### src/rtl/fitness_eval_arbiter.sv
// Round-robin arbiter that time-shares one fitness evaluator between NUM_REQ requesters,
// capturing the winner's chromosome and returning the result (or a timeout) to that requester.
module fitness_eval_arbiter #(
  parameter int NUM_REQ          = 4,
  parameter int CHROMOSOME_WIDTH = 8,
  parameter int FITNESS_WIDTH    = 10,
  parameter int TIMEOUT_CYCLES   = 64
) (
  input  logic                                  clk,
  input  logic                                  rst,
  input  logic [NUM_REQ-1:0]                    req,
  input  logic [NUM_REQ*CHROMOSOME_WIDTH-1:0]   req_chromosome,
  output logic [NUM_REQ-1:0]                    grant,
  output logic [NUM_REQ-1:0]                    rsp_valid,
  output logic [FITNESS_WIDTH-1:0]              rsp_fitness,
  output logic                                  rsp_timeout,
  output logic                                  eval_start,
  output logic [CHROMOSOME_WIDTH-1:0]           eval_chromosome,
  input  logic                                  eval_done,
  input  logic [FITNESS_WIDTH-1:0]              eval_fitness,
  output logic                                  busy,
  output logic [15:0]                           eval_count,
  output logic [1:0]                            state_dbg
);

  // Handshakes: req is a level held by the requester until it sees its one-cycle grant pulse;
  // rsp_valid is a one-cycle pulse (qualified by rsp_timeout); eval_start is a level held
  // until eval_done is sampled in BUSY or the timeout fires.

  localparam int PW = $clog2(NUM_REQ);
  localparam int TW = $clog2(TIMEOUT_CYCLES);
  localparam logic [TW-1:0] TO_LAST = TW'(TIMEOUT_CYCLES - 1);

  typedef enum logic [1:0] {
    IDLE = 2'd0,
    BUSY = 2'd1,
    RESP = 2'd2
  } state_t;

  state_t                      state;
  logic [PW-1:0]               ptr;
  logic [PW-1:0]               win_q;
  logic [TW-1:0]               tcnt;

  logic                        any_req;
  logic [PW-1:0]               winner;
  logic [PW-1:0]               ptr_next;
  logic [CHROMOSOME_WIDTH-1:0] win_chrom;

  // Rotating priority: first scan bits at or above ptr, then wrap to the bits below it.
  always_comb begin
    any_req   = 1'b0;
    winner    = '0;
    win_chrom = '0;
    for (int i = 0; i < NUM_REQ; i++) begin
      if (!any_req && req[i] && (i >= int'(ptr))) begin
        any_req   = 1'b1;
        winner    = PW'(i);
        win_chrom = req_chromosome[i*CHROMOSOME_WIDTH +: CHROMOSOME_WIDTH];
      end
    end
    for (int i = 0; i < NUM_REQ; i++) begin
      if (!any_req && req[i]) begin
        any_req   = 1'b1;
        winner    = PW'(i);
        win_chrom = req_chromosome[i*CHROMOSOME_WIDTH +: CHROMOSOME_WIDTH];
      end
    end
  end

  always_comb begin
    if (int'(winner) == NUM_REQ - 1) ptr_next = '0;
    else                             ptr_next = winner + PW'(1);
  end

  always_ff @(posedge clk or posedge rst) begin
    if (rst) begin
      state           <= IDLE;
      ptr             <= '0;
      win_q           <= '0;
      tcnt            <= '0;
      grant           <= '0;
      rsp_valid       <= '0;
      rsp_fitness     <= '0;
      rsp_timeout     <= 1'b0;
      eval_start      <= 1'b0;
      eval_chromosome <= '0;
      eval_count      <= '0;
    end else begin
      grant     <= '0;
      rsp_valid <= '0;
      case (state)
        IDLE: begin
          if (any_req) begin
            state           <= BUSY;
            grant           <= NUM_REQ'(1) << winner;
            eval_start      <= 1'b1;
            eval_chromosome <= win_chrom;
            win_q           <= winner;
            ptr             <= ptr_next;
            tcnt            <= '0;
          end
        end
        BUSY: begin
          // A done on the last allowed cycle beats the timeout.
          if (eval_done) begin
            state       <= RESP;
            rsp_valid   <= NUM_REQ'(1) << win_q;
            rsp_fitness <= eval_fitness;
            rsp_timeout <= 1'b0;
            eval_start  <= 1'b0;
            if (eval_count != 16'hFFFF) eval_count <= eval_count + 16'd1;
          end else if (tcnt == TO_LAST) begin
            state       <= RESP;
            rsp_valid   <= NUM_REQ'(1) << win_q;
            rsp_fitness <= '0;
            rsp_timeout <= 1'b1;
            eval_start  <= 1'b0;
          end else begin
            tcnt <= tcnt + TW'(1);
          end
        end
        RESP:    state <= IDLE;
        default: state <= IDLE;
      endcase
    end
  end

  assign busy      = (state != IDLE);
  assign state_dbg = state;

endmodule

### config.mk
export PLATFORM = sky130hd
export DESIGN_NAME = fitness_eval_arbiter
export DESIGN_NICKNAME = d
export VERILOG_FILES = /design/src/rtl/fitness_eval_arbiter.sv
export SDC_FILE = /design/constraint.sdc
export NUM_CORES = 1
export LEC_CHECK = 0
export CORE_MARGIN = 2
export CORE_UTILIZATION = 44
export DETAILED_ROUTE_END_ITERATION = 7
export GPL_ROUTABILITY_DRIVEN = 0
export PLACE_DENSITY = 0.77
export SYNTH_ARGS = -nofsm -noshare
export SYNTH_HDL_FRONTEND = slang
export SYNTH_SLANG_ARGS = --single-unit
### constraint.sdc
create_clock -name clk -period 4.5 [get_ports clk]
set_clock_uncertainty 0.05 [all_clocks]
set_input_delay 0.9 -clock clk [delete_from_list [all_inputs] [get_ports clk]]
set_output_delay 0.9 -clock clk [all_outputs]
set_load 0.1 [all_outputs]
==> summary.txt, run 1 <==
Synth
  – Avg Cell Area, Syn: 9.732 sq um
  – Main synth FF type: dfrtp_1
  – Share of the synthesized area in the top cell type: 0.4690
  – Synth area leader: dfrtp_1
  – Yosys reg bits: 56
  – Yosys warns: 0
  – Distinct cells, synth: 54
  – Seq/Total Area, Yosys: 0.4690
  – Cells after Synth: 307
  – Post-synth ARST share: 1.000
  – Post-Syn Area: 2988 sq um
  – Dominant cells by area after synthesis: dfrtp_1, nand2_1, o21ai_0
  – EDFF count, synth: 0
  – Post-Syn Nets: 360

Placement
  – Placed cells: 469
  – Hpwl dp: 5568 microns
  – PortBufs: 95
  – Dpl ws: 1.027 ns

Floorplan
  – IO Count: 96
  – Placeable Area: 6681 sq um
  – Row count: 30
  – Die width: 86.41 microns
  – Starting Density: 0.4472
  – Die height: 86.41 microns
  – Die Area: 7466 sq um

Setup path
  – Critical Path AT: 3.31 ns
  – Worst reg2reg setup slack: 2.19 ns
  – Crit-path cells: clkdlybuf4s50_1 > or3_1 > o21ai_1 > a21oi_2 > o2111ai_1 > o211ai_1
  – Worst Setup Start Kind: primary input
  – Buf/Inv on CP: 1
  – Family with the most delay on the worst path: compound AO/OA/AOI/OAI gates
  – Max FO, Critical Path: 13
  – Slowest CP cell: o21ai_1
  – Largest stage delay on the critical path: 0.74 ns
  – Crit end category: flop
  – Crit Path Class: primary input to flop
  – WP data required: 4.63 ns

Drt
  – Post-route ant nets: 0
  – Drt wl/cell: 15.72 microns
  – Vias: 2742
  – DR vias/cell: 5.748
  – DRT iter0 DRCs: 201
  – Drt first pass iters: 4
  – Drc violations: 0
  – DRT Wirelength: 7497 microns

STA
  – RSZ-0062 raised after global routing: false
  – Part of the cycle the worst path needs: 0.7060
  – Number of endpoints failing setup at the final stage: 0
  – FMAX: 314.7 MHz
  – Final Worst Setup Slack: 1.323 ns
  – Worst-margin pin slew: 1.069 ns
  – Slew Limit Fails: 0
  – Setup_tns: 0 ns
  – Fin crit period: 3.177 ns
  – Slew HR: 0.2861
  – Final Hold Viols: 0

Pwr
  – Leakage: 1.729 nW
  – Logic pwr share: 0.617
  – Reg power frac: 0.269
  – Design Power: 3.025 mW
  – Power per standard cell area: 738.1 nW/um^2
  – P_sw: 1.694 mW
  – Clock network fraction of design power: 0.114
  – Peak supply drop: 477.7 uV
  – Sw frac: 0.5599
  – Internal power: 1.331 mW

Clocking
  – Clk slew on worst S/H paths: 0.10 ns
  – CTS Hold Bufs: 0
  – Clock Tree Buf Depth: 2
  – Htree depth: 2
  – CTS tree: done
  – Num CTS Buffers: 5
  – Clock tree sinks: 56
  – CTS Root Buffer Type: clkbuf_8
  – CTS resizes: 0
  – Clock Latency Late Sink: 0.31 ns
  – Post-CTS Setup Bufs: 0

Run
  – Max-cap violations: 0

Final layout
  – Synthesis-to-finish area growth: 37.14%
  – Final cell count without fillers: 477
  – Fin util: 0.6133
  – # fillers: 563
  – Commonest non-fill, non-tap cells in the layout: clkdlybuf4s50_1, dfrtp_1, nand2_1
  – Total Nets Final: 449
  – Share of cells above drive strength 1: 0.06801
  – Commonest non-fill, non-tap cell in the layout: clkdlybuf4s50_1
  – Antenna diode count: 0

Global routing
  – GR Overflow Total: 0
  – Vias in the first global route: 2609
  – Largest net degree at the start of global routing: 53
  – Tot GR Track Use: 0.2092
  – First-pass GRT wire length: 12580 microns
  – Initial antenna violation count: 0

Outcome
  – Outcome: completed

Min path
  – HP Class: flop to flop
-- synthesized netlist by cell type, types with 2 or more instances --
cell type and n:
a21oi_2 2, nor2b_1 3, o2111ai_1 5, inv_1 11
buf_2 8, nor3_1 3, ha_1 4, a22o_1 10
xor2_1 4, and3_1 4, o32ai_1 2, o211ai_1 5
nor2_1 19, o2bb2ai_1 2, nand2b_1 4, o21bai_1 2
a221oi_1 6, xnor2_1 12, and3b_1 7, nand3_1 17
o21ai_0 23, nand2_1 33, nand3b_1 2, nand4_2 3
and2_1 5, a21oi_1 8, a31oi_1 8, a22oi_1 2
mux2i_1 2, nand4_1 6, a2111oi_0 3, o21ai_1 2
dfrtp_1 56, clkbuf_1 4
-- area by class of cell --
class                           instances  area, sq um  area share
Multi-Input combinational cell        224         1464      0.3573
Sequential cell                        56         1401      0.3420
Timing Repair Buffer                   97        965.9      0.2357
Tap cell                               80        100.1     0.02443
Clock buffer                            6        82.58     0.02015
Inverter                               12        45.04     0.01099
Clock inverter                          2        38.79    0.009466
-- worst reg2reg max path: cells and delay by family, from the launching register on --
kind	cells	cell delay [ns]
and+or+nand+nor	1	0.57
AOI/OAI and AO/OA	4	0.82
DFF	1	0.78
-- logic make-up (layout without fill, tap and decap cells) --
logic type	after synthesis	count (layout)	synth area share
AO/OA/AOI/OAI	89	89	0.2157
XOR/XNOR	16	16	0.04690
adder cells (fa/ha/maj)	4	4	0.01675
buffers and inverters	27	117	0.04104
flip-flops	56	56	0.4690
multiplexers	3	3	0.01047
AND/OR/NAND/NOR	112	112	0.2002
-- registers in the layout, indices dropped and copies added (netlist names) --
signal and count:
rsp_valid 4, eval_count 16, win_q 2, rsp_timeout 1, tcnt 6, ptr 2, grant 4, eval_start 1
eval_chromosome 8, state_dbg 2, rsp_fitness 10
-- layer usage --
layer  track usage  part of all wire  up-vias
li1              -                 -     1303
met4       0.05682             0.013        0
met5             0                 0        -
met3       0.03905             0.066       10
met1        0.2851              0.44     1310
met2        0.3434              0.48      119
-- power groups by stage --
stage | clock [mW] | combinational (mW) | sequential [mW]
2_1_floorplan | 0 | 0.561 | 1.68
3_3_place_gp | 0 | 1.85 | 0.815
3_5_place_dp | 0 | 1.87 | 0.820
4_1_cts | 0.356 | 1.87 | 0.811
5_1_grt | 0.376 | 1.97 | 0.835
6_report | 0.345 | 1.87 | 0.812
-- worst paths after layout --
path / start / end / depth (start not counted)
hold reg to reg: eval_start$_DFFE_PP0P_ / eval_start$_DFFE_PP0P_ / 2
setup reg to reg: ptr[1]$_DFFE_PP0P_ / eval_chromosome[0]$_DFFE_PP0P_ / 5
setup / recovery: req[1] / eval_chromosome[6]$_DFFE_PP0P_ / 6
min in group asynchronous: rst / rsp_fitness[9]$_DFFE_PP0P_ / 2
max in group asynchronous: rst / eval_count[4]$_DFFE_PP0P_ / 3
hold / removal: eval_start$_DFFE_PP0P_ / eval_start$_DFFE_PP0P_ / 2
-- through the flow --
step                      hold WS (ns)  cell area (sq um)
after global routing            0.4676               4098
after CTS                       0.4390               4098
final                           0.4359               4098
after detailed placement        0.4135               3976
after floorplan                 0.4001               2988
after global placement          0.4152               3976
No activity file was read; power rests on OpenSTA's default activity.
==> run 2, diff against run 1 <==
==> constraint.sdc (replaced) <==
create_clock -name clk -period 3 [get_ports clk]
set_clock_uncertainty 0.05 [all_clocks]
set_input_delay 0.6 -clock clk [delete_from_list [all_inputs] [get_ports clk]]
set_output_delay 0.6 -clock clk [all_outputs]
set_load 0.1 [all_outputs]
==> run 2 against run 1 <==
  * Final cell count rose by 1.5%
  * Count of clock-buffer cells in the layout stayed put
  * Non-clock buffer count up 7
  * Critical endpoint is now ptr[1]$_DFFE_PP0P_
  * Highest routed layer unchanged
==> summary.txt, run 2 (synthesis gave the netlist of run 1 again) <==
Drt
  – Vias: 2804
  – Drc violations: 0
  – DR vias/cell: 5.793
  – Drt wl/cell: 15.80 microns
  – DRT Wirelength: 7646 microns
  – DRT iter0 DRCs: 139
  – Drt first pass iters: 4
  – Post-route ant nets: 0

Final layout
  – Antenna diode count: 0
  – Synthesis-to-finish area growth: 34.55%
  – Max reg flops: 16
  – Largest Register: eval_count
  – Register area: 1401 sq um
  – Total Nets Final: 456
  – Biggest regs: eval_count x16, rsp_fitness x10, eval_chromosome x8
  – Share of cells above drive strength 1: 0.2005
  – Commonest non-fill, non-tap cells in the layout: dfrtp_1, buf_4, clkdlybuf4s50_1
  – Area used by multi-input combinational logic: 1464 sq um
  – # fillers: 585
  – Design area: 4020 sq um
  – Commonest non-fill, non-tap cell in the layout: dfrtp_1
  – Final cell count without fillers: 484

STA
  – RSZ-0062 raised after global routing: false
  – Fin crit period: 2.409 ns
  – Slew Limit Fails: 0
  – Part of the cycle the worst path needs: 0.8031
  – Final Hold Viols: 0
  – FMAX: 415.1 MHz
  – Number of endpoints failing setup at the final stage: 0
  – Worst-margin pin slew: 0.7312 ns
  – Setup_tns: 0 ns
  – Slew HR: 0.5126
  – Hold_ws: 0.4468 ns

Pwr
  – Leakage: 1.827 nW
  – Internal power: 1.876 mW
  – Sw frac: 0.5773
  – P_sw: 2.562 mW
  – Reg power frac: 0.276
  – Power per standard cell area: 1104 nW/um^2
  – Peak supply drop: 794.4 uV
  – Logic pwr share: 0.626
  – Clock network fraction of design power: 0.097

Run
  – Max-cap violations: 0

Clocking
  – Clk slew on worst S/H paths: 0.10 ns
  – Clock Tree Buf Depth: 2
  – CTS resizes: 0
  – Clock Latency Late Sink: 0.30 ns
  – Htree depth: 2
  – CTS Hold Bufs: 0
  – Clock tree sinks: 56
  – Num CTS Buffers: 5
  – Post-CTS Setup Bufs: 0
  – CTS Root Buffer Type: clkbuf_8
  – CTS tree: done

Setup path
  – R2R depth: 5
  – Worst reg2reg setup slack: 0.85 ns
  – WP data required: 3.15 ns
  – Crit Path Class: primary input to flop
  – Worst Setup Start Kind: primary input
  – Critical Path AT: 2.56 ns
  – Crit end category: flop
  – Max FO, Critical Path: 13

Placement
  – Hpwl dp: 5745 microns
  – Placed cells: 476
  – Placed Area: 3924 sq um
  – PortBufs: 95

Global routing
  – Largest net degree at the start of global routing: 31
  – Tot GR Track Use: 0.2110
  – Vias in the first global route: 2724
  – First-pass GRT wire length: 12770 microns
  – GR Overflow Total: 0
  – Initial antenna violation count: 0

Floorplan
  – Row count: 30
  – IO Count: 96
  – Die height: 86.41 microns
  – Placeable Area: 6681 sq um
  – Die Area: 7466 sq um
  – Starting Density: 0.4472
  – Die width: 86.41 microns

Min path
  – Hold Path Stages: 1
  – HP Class: flop to flop

Outcome
  – Outcome: completed
run 2: changes by cell type in the layout (fill, tap and decap cells not counted), sizes merged:
cell,delta
buf,+54
clkdlybuf4s50,-47
bufinv,-1
inv,+1
run 2: power groups by stage:
stage	clock network, mW	registers [mW]	logic (mW)
global placement	0	1.23	2.75
finish	0.432	1.23	2.78
global route	0.476	1.26	2.94
floorplan	0	2.53	0.842
CTS	0.446	1.22	2.79
detailed placement	0	1.24	2.79
run 2: worst paths after layout:
path	startpoint	to
hold / removal	win_q[0]$_DFFE_PP0P_	rsp_valid[2]$_DFF_PP0_
hold reg to reg	win_q[0]$_DFFE_PP0P_	rsp_valid[2]$_DFF_PP0_
min in group asynchronous	rst	eval_count[15]$_DFFE_PP0P_
setup reg to reg	ptr[1]$_DFFE_PP0P_	eval_chromosome[0]$_DFFE_PP0P_
setup / recovery	req[1]	ptr[1]$_DFFE_PP0P_
max in group asynchronous	rst	win_q[1]$_DFFE_PP0P_
run 2: area by class of cell:
class / count / area share
clock buffer: 6 / 0.02054
clock inverter: 2 / 0.003424
inverter: 12 / 0.01120
multi-input combinational: 224 / 0.3641
sequential: 56 / 0.3486
tap: 80 / 0.02490
timing repair buffer: 104 / 0.2272
run 2: critical path, stage by stage:
cell and delay, ns:
clkdlybuf4s50_1 0.78, inv_1 0.18, a21oi_2 0.26, o21bai_1 0.24, inv_1 0.10, ha_1 0.29
nand2_1 0.06, nand2_1 0.05
run 2: metrics by stage:
stage | power (mW) | utilization | setup slack (ns)
final | 4.438 | 0.6017 | 0.5908
after CTS | 4.459 | 0.6017 | 0.6701
after floorplan | 3.367 | - | 0.5612
after global routing | 4.676 | 0.6017 | 0.4452
after global placement | 3.976 | 0.5873 | 0.4374
after detailed placement | 4.022 | 0.5873 | 0.3413
run 2: layer usage:
metal / global-route usage / share of wire / up-vias
li1: - / - / 1314
met1: 0.2917 / 0.44 / 1319
met2: 0.3343 / 0.47 / 156
met3: 0.04000 / 0.078 / 15
met4: 0.07102 / 0.018 / 0
met5: 0 / 0 / -
==> run 3, diff against run 2 <==
==> constraint.sdc (replaced) <==
create_clock -name clk -period 2.23 [get_ports clk]
set_clock_uncertainty 0.05 [all_clocks]
set_input_delay 0.446 -clock clk [delete_from_list [all_inputs] [get_ports clk]]
set_output_delay 0.446 -clock clk [all_outputs]
set_load 0.1 [all_outputs]
==> run 3 against run 2 <==
  * Sequential share of layout area fell by 1.0 points
  * Combinational power rose by 40%
  * Die area did not move
  * First-iteration DRC count fell by 9.4%
  * Sequential cell count did not move
  * Clock power rose by 57%
  * Register-to-register slack got worse by 0.69 ns
  * Count of clock-buffer cells in the layout fell by 1
  * Worst hold slack got worse by 0.0083 ns
  * Via count rose by 1.1%
  * Power rose by 40%
  * Critical path type is now flop to flop
==> summary.txt, run 3 (synthesis gave the netlist of run 1 again) <==
Outcome
  – Outcome: completed

Final layout
  – Total Nets Final: 472
  – Share of cells above drive strength 1: 0.2643
  – Synthesis-to-finish area growth: 40.28%
  – Max reg flops: 16
  – Commonest non-fill, non-tap cells in the layout: buf_4, clkdlybuf4s50_1, dfrtp_1
  – Antenna diode count: 0
  – Largest Register: eval_count
  – Biggest regs: eval_count x16, rsp_fitness x10, eval_chromosome x8
  – Commonest non-fill, non-tap cell in the layout: buf_4

Drt
  – Metal3 WL: 522 microns
  – Drt wl/cell: 15.31 microns
  – Post-route ant nets: 0
  – Drc violations: 0
  – DRT iter0 DRCs: 126
  – Met2 wire len: 3712 microns
  – Drt first pass iters: 4
  – DRT Wirelength: 7653 microns
  – DR vias/cell: 5.668
  – Met1 wire length: 3314 microns
  – Vias: 2834
  – Highest routing layer actually used: met4

Clocking
  – Clock Latency Late Sink: 0.31 ns
  – Post-CTS Setup Bufs: 0
  – Clock tree sinks: 56
  – Htree depth: 2
  – Clock Tree Buf Depth: 2
  – CTS Hold Bufs: 0
  – Num CTS Buffers: 5
  – CTS Root Buffer Type: clkbuf_8
  – CTS tree: done
  – CTS resizes: 0
  – Clk slew on worst S/H paths: 0.10 ns

Setup path
  – WP data required: 2.36 ns
  – Buf/Inv on CP: 0
  – Worst Setup Start Kind: flop
  – RR Startpoint: ptr[1]$_DFFE_PP0P_
  – Largest stage delay on the critical path: 0.64 ns
  – Crit Path Class: flop to flop
  – Crit-path cells: o21bai_1 > a22oi_1 > nor2b_1 > a2111oi_0 > a21oi_1
  – Critical Path AT: 2.21 ns
  – Crit end category: flop
  – Crit path from: ptr[1]$_DFFE_PP0P_
  – Max FO, Critical Path: 22
  – Family with the most delay on the worst path: compound AO/OA/AOI/OAI gates
  – Slowest CP cell: dfrtp_1

Min path
  – HP Class: flop to flop
  – Min-Delay Startpoint: eval_count[6]$_DFFE_PP0P_

STA
  – Slew HR: 0.5469
  – Part of the cycle the worst path needs: 0.9297
  – Final Hold Viols: 0
  – Number of endpoints failing setup at the final stage: 0
  – Worst-margin pin slew: 0.6796 ns
  – Slew Limit Fails: 0
  – Setup_tns: 0 ns
  – FMAX: 482.4 MHz
  – Fin crit period: 2.073 ns
  – RSZ-0062 raised after global routing: false
  – Final Worst Setup Slack: 0.1569 ns

Global routing
  – Initial antenna violation count: 0
  – Largest net degree at the start of global routing: 57
  – GR Overflow Total: 0
  – Tot GR Track Use: 0.2134
  – First-pass GRT wire length: 12940 microns
  – Vias in the first global route: 2823

Placement
  – Hpwl dp: 5833 microns
  – Dpl ws: -0.1394 ns
  – PortBufs: 95

Pwr
  – Power per standard cell area: 1479 nW/um^2
  – Peak supply drop: 852.2 uV
  – Leakage: 1.889 nW

Floorplan
  – Starting Density: 0.4472
  – Placeable Area: 6681 sq um
  – Die width: 86.41 microns
  – Row count: 30
  – IO Count: 96
  – Die Area: 7466 sq um
  – Die height: 86.41 microns

Run
  – Max-cap violations: 0
[run 3: cell count changes in the layout (fill, tap and decap cells not counted), moves of 2 or more]
cell / previous run / this run
dfrtp_1: 56 / 43
dfrtp_2: 0 / 13
buf_4: 55 / 70
clkinvlp_4: 0 / 2
[run 3: stage by stage]
step / instance area (sq um) / hold WS, ns / power (mW) / cells / util
after detailed placement: 4076 / 0.4292 / 5.545 / 492 / 0.6101
after floorplan: 3008 / 0.4001 / 4.547 / 307 / -
after global placement: 4076 / 0.4154 / 5.475 / 492 / 0.6101
final: 4192 / 0.4384 / 6.201 / 500 / 0.6273
after global routing: 4192 / 0.4664 / 6.526 / 500 / 0.6273
after CTS: 4192 / 0.4437 / 6.235 / 500 / 0.6273
[run 3: path summary, 6_finish.rpt]
kind,cells past startpoint,endpoint,slack (ns)
min reg2reg,1,eval_count[6]$_DFFE_PP0P_,0.44
max in group asynchronous,3,eval_count[3]$_DFFE_PP0P_,1.43
max reg2reg,5,eval_chromosome[2]$_DFFE_PP0P_,0.16
min,1,eval_count[6]$_DFFE_PP0P_,0.44
min in group asynchronous,3,eval_count[15]$_DFFE_PP0P_,0.46
max,5,eval_chromosome[2]$_DFFE_PP0P_,0.16
[run 3: cell type report]
type / instances / area, sq um
repair buffers: 120 / 1046
inverters: 12 / 48.80
clock buffers: 5 / 68.82
clock inverters: 3 / 46.29
flip-flops and latches: 56 / 1418
well taps: 80 / 100.1
fillers: 541 / 2490
multi-input cells: 224 / 1464
[run 3: power by group]
group          switching (mW)  internal, mW  leakage (nW)
Clock                   0.339         0.339        0.0548
Sequential              0.293          1.33         0.702
Combinational            2.86          1.04          1.13
Total                    3.49          2.71          1.89
[run 3: layer usage]
layer | global-route usage | up-vias
met5 | 0 | -
met4 | 0.07244 | 0
li1 | - | 1352
met1 | 0.2769 | 1348
met3 | 0.04190 | 12
met2 | 0.3573 | 122
